File: src/rtl/word_detect_arbiter.sv
// Round-robin arbiter that lends one serial A/B/C sequence detector to N requesters.
// Each granted word is shifted through MSB-first, and its hit count is reported with a done strobe.
//   state  | meaning
//   IDLE   | wait for any request, grant the round-robin winner
//   SHIFT  | one detector step per cycle, DW cycles
//   DONE   | done strobe, done_id/hit_count valid
module word_detect_arbiter #(
  parameter int N  = 4,
  parameter int DW = 8
) (
  input  logic                      ck,
  input  logic                      reset,
  input  logic [N-1:0]              req,
  input  logic [N*DW-1:0]           data,
  output logic [N-1:0]              gnt,
  output logic                      busy,
  output logic                      done,
  output logic [$clog2(N)-1:0]      done_id,
  output logic [$clog2(DW+1)-1:0]   hit_count
);

  localparam int IW = $clog2(N);
  localparam int CW = $clog2(DW);
  localparam int HW = $clog2(DW+1);

  typedef enum logic [2:0] {
    ST_IDLE  = 3'b001,
    ST_SHIFT = 3'b010,
    ST_DONE  = 3'b100
  } state_t;

  typedef enum logic [2:0] {
    DET_A = 3'b001,
    DET_B = 3'b010,
    DET_C = 3'b100
  } det_t;

  state_t          state_q, state_d;
  det_t            det_q, det_d;
  logic [DW-1:0]   shreg_q, shreg_d;
  logic [CW-1:0]   cnt_q, cnt_d;
  logic [HW-1:0]   hit_q, hit_d;
  logic [IW-1:0]   ptr_q, ptr_d;
  logic [IW-1:0]   cur_id_q, cur_id_d;
  logic [IW-1:0]   done_id_q, done_id_d;
  logic [N-1:0]    gnt_q, gnt_d;

  logic            win_found;
  logic [IW-1:0]   win_id;
  logic [IW-1:0]   scan_idx;
  logic            x;

  // Scan from ptr upward with wrap; the first requester found wins.
  always_comb begin
    win_found = 1'b0;
    win_id    = '0;
    scan_idx  = '0;
    for (int k = 0; k < N; k++) begin
      scan_idx = IW'((int'(ptr_q) + k) % N);
      if (!win_found && req[scan_idx]) begin
        win_found = 1'b1;
        win_id    = scan_idx;
      end
    end
  end

  always_comb begin
    state_d   = state_q;
    det_d     = det_q;
    shreg_d   = shreg_q;
    cnt_d     = cnt_q;
    hit_d     = hit_q;
    ptr_d     = ptr_q;
    cur_id_d  = cur_id_q;
    done_id_d = done_id_q;
    gnt_d     = '0;
    x         = shreg_q[DW-1];
    case (state_q)
      ST_IDLE: begin
        if (win_found) begin
          shreg_d  = data[int'(win_id)*DW +: DW];
          gnt_d    = N'(1) << win_id;
          cur_id_d = win_id;
          ptr_d    = (win_id == IW'(N-1)) ? '0 : win_id + 1'b1;
          cnt_d    = '0;
          hit_d    = '0;
          det_d    = DET_A;
          state_d  = ST_SHIFT;
        end
      end
      ST_SHIFT: begin
        case (det_q)
          DET_A:   det_d = x ? DET_B : DET_A;
          DET_B:   det_d = x ? DET_C : DET_A;
          DET_C:   det_d = x ? DET_C : DET_B;
          default: det_d = DET_A;
        endcase
        if (det_q == DET_C && x) hit_d = hit_q + 1'b1;
        shreg_d = shreg_q << 1;
        cnt_d   = cnt_q + 1'b1;
        if (cnt_q == CW'(DW-1)) begin
          state_d   = ST_DONE;
          done_id_d = cur_id_q;
        end
      end
      ST_DONE: state_d = ST_IDLE;
      default: begin
        state_d = ST_IDLE;
        det_d   = DET_A;
      end
    endcase
  end

  always_ff @(posedge ck) begin
    if (reset) begin
      state_q   <= ST_IDLE;
      det_q     <= DET_A;
      shreg_q   <= '0;
      cnt_q     <= '0;
      hit_q     <= '0;
      ptr_q     <= '0;
      cur_id_q  <= '0;
      done_id_q <= '0;
      gnt_q     <= '0;
    end else begin
      state_q   <= state_d;
      det_q     <= det_d;
      shreg_q   <= shreg_d;
      cnt_q     <= cnt_d;
      hit_q     <= hit_d;
      ptr_q     <= ptr_d;
      cur_id_q  <= cur_id_d;
      done_id_q <= done_id_d;
      gnt_q     <= gnt_d;
    end
  end

  assign gnt       = gnt_q;
  assign busy      = (state_q == ST_SHIFT) || (state_q == ST_DONE);
  assign done      = (state_q == ST_DONE);
  assign done_id   = done_id_q;
  assign hit_count = hit_q;

endmodule

File: config.mk
export PLATFORM = sky130hd
export DESIGN_NAME = word_detect_arbiter
export DESIGN_NICKNAME = d
export VERILOG_FILES = /design/src/rtl/word_detect_arbiter.sv
export SDC_FILE = /design/constraint.sdc
export NUM_CORES = 1
export LEC_CHECK = 0
export CORE_ASPECT_RATIO = 2
export CORE_MARGIN = 3
export CORE_UTILIZATION = 40
export CTS_CLUSTER_SIZE = 24
export DETAILED_ROUTE_END_ITERATION = 8
export PLACE_DENSITY = 0.7
export SLEW_MARGIN = 40
export SYNTH_ARGS = -nofsm -noshare
export SYNTH_HDL_FRONTEND = slang
export SYNTH_SLANG_ARGS = --single-unit
export TNS_END_PERCENT = 10
File: constraint.sdc
create_clock -name ck -period 2.6 [get_ports ck]
set_input_delay 0.39 -clock ck [delete_from_list [all_inputs] [get_ports ck]]
set_output_delay 0.39 -clock ck [all_outputs]
set_load 0.005 [all_outputs]
==> results of run 1 <==
[power groups by stage]
stage	clock network (mW)	registers [mW]	logic (mW)
2_1_floorplan	0	0.576	0.237
3_3_place_gp	0	0.588	0.372
3_5_place_dp	0	0.589	0.374
4_1_cts	0.371	0.579	0.377
5_1_grt	0.387	0.587	0.415
6_report	0.364	0.580	0.372
[layout by cell type, fill, tap and decap left out, types with 3 or more instances in the layout]
cell,n
sky130_fd_sc_hd__o21ai_0,7
sky130_fd_sc_hd__mux2i_1,3
sky130_fd_sc_hd__a21oi_1,13
sky130_fd_sc_hd__nor2_1,19
sky130_fd_sc_hd__clkbuf_8,5
sky130_fd_sc_hd__buf_4,6
sky130_fd_sc_hd__ha_1,3
sky130_fd_sc_hd__or2_2,4
sky130_fd_sc_hd__nand3_1,12
sky130_fd_sc_hd__inv_1,4
sky130_fd_sc_hd__a22oi_1,16
sky130_fd_sc_hd__nand4b_1,3
sky130_fd_sc_hd__clkinv_2,3
sky130_fd_sc_hd__dfxtp_1,31
sky130_fd_sc_hd__nand4_1,3
sky130_fd_sc_hd__clkdlybuf4s50_1,49
sky130_fd_sc_hd__a32oi_1,4
sky130_fd_sc_hd__or2_1,3
sky130_fd_sc_hd__nor2b_1,5
sky130_fd_sc_hd__nand2_1,15
[worst max-delay path, cell delays in order (launching register included)]
cell and delay, ns:
sky130_fd_sc_hd__dfxtp_1 0.41, sky130_fd_sc_hd__or3b_2 0.50, sky130_fd_sc_hd__nand2_1 0.08, sky130_fd_sc_hd__clkdlybuf4s50_1 0.49
[area by class of cell]
class	instances	share of cell area
Clock buffer	5	0.0303
Clock inverter	3	0.00662
Inverter	4	0.00662
Multi-Input combinational cell	143	0.419
Sequential cell	31	0.273
Tap cell	51	0.0281
Timing Repair Buffer	55	0.236
[metal layers]
layer | track usage | vias up | share of wire
li1 | - | 797 | -
met1 | 0.171 | 712 | 0.36
met2 | 0.348 | 43 | 0.58
met3 | 0.0248 | 8 | 0.034
met4 | 0.0809 | 0 | 0.023
met5 | 0 | - | 0
[worst paths after layout]
path / end / cells past startpoint
min: done_id[1] / 2
max: busy / 3
min reg2reg: done_id[1] / 2
max reg2reg: shreg_q[4] / 5
[registers in the layout, indices dropped and copies added (netlist names)]
signal / count
shreg_q: 8
cnt_q: 3
cur_id_q: 2
gnt: 4
hit_count: 4
done_id: 2
det_q: 3
state_q: 3
ptr_q: 2
[cells in the mapped netlist (2+ instances only)]
cell,number,area (um2)
sky130_fd_sc_hd__a211oi_1,2,15.0
sky130_fd_sc_hd__a21oi_1,13,65.1
sky130_fd_sc_hd__a22oi_1,16,120
sky130_fd_sc_hd__a32oi_1,4,35.0
sky130_fd_sc_hd__buf_2,2,10.0
sky130_fd_sc_hd__clkbuf_1,2,7.51
sky130_fd_sc_hd__dfxtp_1,31,621
sky130_fd_sc_hd__ha_1,3,37.5
sky130_fd_sc_hd__inv_1,4,15.0
sky130_fd_sc_hd__mux2i_1,3,30.0
sky130_fd_sc_hd__nand2_1,15,56.3
sky130_fd_sc_hd__nand2b_1,2,12.5
sky130_fd_sc_hd__nand3_1,12,60.1
sky130_fd_sc_hd__nand3b_1,2,15.0
sky130_fd_sc_hd__nand4_1,3,18.8
sky130_fd_sc_hd__nand4b_1,3,26.3
sky130_fd_sc_hd__nor2_1,19,71.3
sky130_fd_sc_hd__nor2b_1,5,31.3
sky130_fd_sc_hd__nor3b_1,2,15.0
sky130_fd_sc_hd__nor4b_4,2,47.6
sky130_fd_sc_hd__o21ai_0,7,35.0
sky130_fd_sc_hd__or2_1,3,18.8
sky130_fd_sc_hd__or2_2,4,25.0
sky130_fd_sc_hd__or3_1,2,12.5
sky130_fd_sc_hd__xor2_1,2,17.5
[stage by stage]
stage / power (mW) / cells
floorplan: 0.813 / 184
global placement: 0.960 / 284
detailed placement: 0.963 / 284
CTS: 1.33 / 292
global route: 1.39 / 292
finish: 1.32 / 292
[cell families after synthesis]
group / count (synthesis)
AOI/OAI and AO/OA: 48
xor gates and xnor gates: 3
adders and majority gates: 3
buffers and inverters: 10
DFF: 31
muxes: 4
and+or+nand+nor: 85
==> flow_metrics.tcl, run 1 <==
set metrics [dict create \
    cts-root-to-sink-buffers 2 \
    buffer_ports.inserted 49 \
    yosys.area_share.xor_xnor 0.0163 \
    power_switching_share 0.310 \
    static_leak_nw 0.853 \
    final_period_minus_worst_setup_slack_ns 2.15 \
    antenna_violations_before_repair 0 \
    final.setup.tns_ns 0 \
    worst-endpoint-required_ns 2.21 \
    cts_root_buf "sky130_fd_sc_hd__clkbuf_8" \
    drv_slew 0 \
    critical_path_peak_fanout 5 \
    r2r_slack_ns 0.70 \
    yosys.area_share.simple 0.318 \
    wl_per_cell_um 13.5 \
    intPower_mw 0.908 \
    sequential_power_share 0.441 \
    synth_fa_ha_area_frac 0.0232 \
    critPathKind "flip-flop to primary output" \
    hold_slack_final_ns 0.457 \
    finalWorstSetupSlack_ns 0.450 \
    worst_setup_hold_path_clk_slew_ns 0.07 \
    die-width_um 50.9 \
    avgSynthCellArea_um2 8.78 \
    syn-num-nets 225 \
    comb_power_share 0.282 \
    first_global_vias 1548 \
    critical_path.startpoint "state_q[2]" \
    grt_max_degree 26 \
    drt_pre_antenna_iters 4 \
    area_of_all_placed_cells_without_fillers_mm2 0.00227 \
    gp_routability_congestion 0.793 \
    max_clock_freq_ghz 0.465 \
    layout.core_utilization 0.584 \
    multi_input_gate_area_in_the_final_layout_um2 951 \
    period_share 0.827 \
    fillers 371 \
    antennaDiodeCount 0 \
    detailedPlace.worstSlack_ns 0.141 \
    placed_area_mm2 0.00219 \
    floorplan.initialDensity 0.416 \
    synth_sequential_area_ratio 0.384 \
    outcome "finished, final reports clean" \
    setup_viol_count_final 0 \
    die_y_um 95.9 \
    floorplan.io_pins 50 \
    critical_path.reg2reg.startpoint "state_q[0]" \
    route.detailed.vias_per_inst 5.34 \
    worstSkewPairLatency_ns 0.28 \
    seqCellArea_um2 621 \
    clkPwrFrac 0.277 \
    largest_family_of_logic_cells_by_synthesized_area "simple AND/OR/NAND/NOR gates" \
    worst_hold_path_type "flip-flop to flip-flop" \
    post_route_cells_drive_above_1_share 0.124 \
    synth.yosys.warnings 0 \
    cts.htree.levels 2 \
    timing.critical_path.arrival_ns 1.76 \
    grt_first_pass_wirelength_mm 6.63 \
    synth_enable_flop_cells 0 \
    tightest_slew_ns 0.677 \
    slew_headroom 0.544 \
    timing.clock.skew_ns 0.00618 \
    layout.nets 281 \
    hold_buffers 0 \
    cts.repair_timing.setup_buffer_count 0 \
    timing.critical_path.from_type "flip-flop" \
    dieArea_mm2 0.00488 \
    global_route.overflow_total 0 \
    route.vias.total 1560 \
    synth_compound_area_frac 0.205 \
    numCtsBuffers 5 \
    clock_sinks 31 \
    synth-seq-cells 31 \
    asyncSetResetFlopFracSynth 0 \
    max_cap_violations 0 \
    grt_setup_unrepaired "no" \
    power.ir.vdd_worst_mv 0.386 \
    netSwitchingPower_mw 0.408 \
    post_cts_resized 0 \
    tritoncts "built" \
    coreArea_mm2 0.00388 \
    post-route-drc-count 0 \
    global_route.usage.total 0.176 \
    drt_iter0_drc 20 \
    antenna_left 0 \
    synthMuxAreaShare 0.0256 \
    cellPowerDensity_mw_per_mm2 580 \
    worstSetupEndpointType "primary output" \
    row_count 32 \
    post_synth_instance_area_mm2 0.00162 \
    post_synth_num_cell_types 46 \
    hold_path_startpoint "done_id[1]" \
    post-dp-hpwl_mm 3.05 \
    post_synth_inst_count 184 \
    timing_hold_violations_final 0 \
    synth_top_flop_cell "sky130_fd_sc_hd__dfxtp_1" \
    drt-total-wl_mm 3.93 \
    area.growth.synth_to_final_pct 40.5 \
]
No activity file was read; power rests on OpenSTA's default activity.
==> run 2, diff against run 1 <==
clock period = 2.13 ns   (was 2.6 ns; I/O delays follow)
==> flow_metrics.tcl, run 2 (synthesized netlist as in run 1, its figures left out) <==
set metrics [dict create \
    drv_slew 0 \
    floorplan.initialDensity 0.416 \
    comb_power_share 0.273 \
    netSwitchingPower_mw 0.508 \
    hold_buffers 0 \
    layout.nets 291 \
    setup_viol_count_final 0 \
    cts_root_buf "sky130_fd_sc_hd__clkbuf_8" \
    row_count 32 \
    static_leak_nw 0.917 \
    route.vias.total 1615 \
    max_cap_violations 0 \
    placed_area_mm2 0.00226 \
    floorplan.io_pins 50 \
    cts-root-to-sink-buffers 2 \
    first_global_vias 1578 \
    tightest_slew_ns 0.476 \
    buffer_ports.inserted 49 \
    clkPwrFrac 0.333 \
    drt_pre_antenna_iters 4 \
    global_route.usage.total 0.184 \
    layout_commonest_cell "sky130_fd_sc_hd__clkdlybuf4s50_1" \
    worstSetupEndpointType "primary output" \
    worstSkewPairLatency_ns 0.28 \
    critPathKind "flip-flop to primary output" \
    wl_per_cell_um 13.5 \
    post_route_cells_drive_above_1_share 0.163 \
    grt_setup_unrepaired "no" \
    power_switching_share 0.283 \
    critical_path_peak_fanout 5 \
    slew_headroom 0.681 \
    area_of_all_placed_cells_without_fillers_mm2 0.00238 \
    cellPowerDensity_mw_per_mm2 755 \
    sequential_power_share 0.393 \
    max_clock_freq_ghz 0.491 \
    grt_most_used_layer "met2" \
    timing.critical_path.arrival_ns 1.72 \
    largest_register_ff_count 8 \
    die_y_um 95.9 \
    die-width_um 50.9 \
    cts.htree.levels 2 \
    antennaDiodeCount 0 \
    timing.clock.skew_ns 0.00340 \
    groute.layer.met3.usage 0.0450 \
    mostFrequentLayoutCells "sky130_fd_sc_hd__clkdlybuf4s50_1, sky130_fd_sc_hd__dfxtp_1, sky130_fd_sc_hd__nor2_1, sky130_fd_sc_hd__a22oi_1, sky130_fd_sc_hd__buf_4" \
    regMostFlops "shreg_q" \
    post-route-drc-count 0 \
    gp_routability_congestion 0.769 \
    outcome "finished, final reports clean" \
    antenna_violations_before_repair 0 \
    route.detailed.vias_per_inst 5.35 \
    power.ir.vdd_worst_mv 0.587 \
    numCtsBuffers 5 \
    fillers 364 \
    final_period_minus_worst_setup_slack_ns 2.04 \
    antenna_left 0 \
    totalPowerFinal_mw 1.80 \
    period_share 0.955 \
    worst_setup_hold_path_clk_slew_ns 0.07 \
    dieArea_mm2 0.00488 \
    layout.core_utilization 0.613 \
    grt_first_pass_wirelength_mm 6.78 \
    global_route.overflow_total 0 \
    post-dp-hpwl_mm 3.16 \
    coreArea_mm2 0.00388 \
    hold_slack_final_ns 0.462 \
    final.setup.tns_ns 0 \
    timing.critical_path.from_type "flip-flop" \
    globalRouteMet2Util 0.343 \
    drt-total-wl_mm 4.07 \
    clock_sinks 31 \
    worst_hold_path_type "flip-flop to flip-flop" \
    grt_max_degree 25 \
    worst-endpoint-required_ns 1.81 \
    tritoncts "built" \
    intPower_mw 1.29 \
    drt_iter0_drc 18 \
    area.growth.synth_to_final_pct 47.3 \
    groute.layer.met1.usage 0.172 \
    timing_hold_violations_final 0 \
]
## run 2: cell count changes in the layout (fill, tap and decap cells not counted), sizes merged
cell	previous run	this run
buf	6	16
bufinv	0	1
clkbuf	5	6
clkinv	3	1
## run 2: power by group through the flow
| stage | sequential [mW] | combinational, mW | clock (mW) |
|---|---|---|---|
| floorplan | 0.703 | 0.289 | 0 |
| global placement | 0.718 | 0.486 | 0 |
| detailed placement | 0.719 | 0.492 | 0 |
| CTS | 0.707 | 0.496 | 0.615 |
| global route | 0.717 | 0.546 | 0.636 |
| finish | 0.707 | 0.491 | 0.599 |
## run 2: worst paths after layout
kind	endpoint	start	cells past startpoint	slack, ns
min reg2reg	done_id[1]	done_id[1]	2	0.46
max reg2reg	shreg_q[7]	state_q[0]	6	0.38
min	done_id[1]	done_id[1]	2	0.46
max	busy	state_q[2]	3	0.09
## run 2: layout make-up
class / count / area (um2) / share of cell area
multi-input cells: 143 / 951 / 0.400
flip-flops and latches: 31 / 622 / 0.261
repair buffers: 65 / 611 / 0.257
clock buffers: 6 / 82.6 / 0.0347
well taps: 51 / 63.8 / 0.0268
clock inverters: 2 / 35.0 / 0.0147
inverters: 4 / 15.0 / 0.00631
## run 2: metrics by stage
stage | instances | setup slack (ns)
floorplan | 184 | 0.448
global placement | 294 | -0.0970
detailed placement | 294 | -0.125
CTS | 302 | 0.0304
global route | 302 | 0.0236
finish | 302 | 0.0948
## run 2: per-layer routing
metal	wire length, um	share of wire
met5	0	0
met3	181	0.044
met2	2270	0.56
met4	178	0.044
met1	1440	0.35
## run 2: timing repair
action | CTS | global route
setup buffers | 0 | 0
gates resized for setup | 0 | 2
setup endpoints to repair | 0 | 3
## run 2: critical path, stage by stage (launching register included)
cell                              delay [ns]
sky130_fd_sc_hd__dfxtp_2                0.37
sky130_fd_sc_hd__or3b_2                 0.50
sky130_fd_sc_hd__nand2_1                0.08
sky130_fd_sc_hd__clkdlybuf4s50_1        0.49
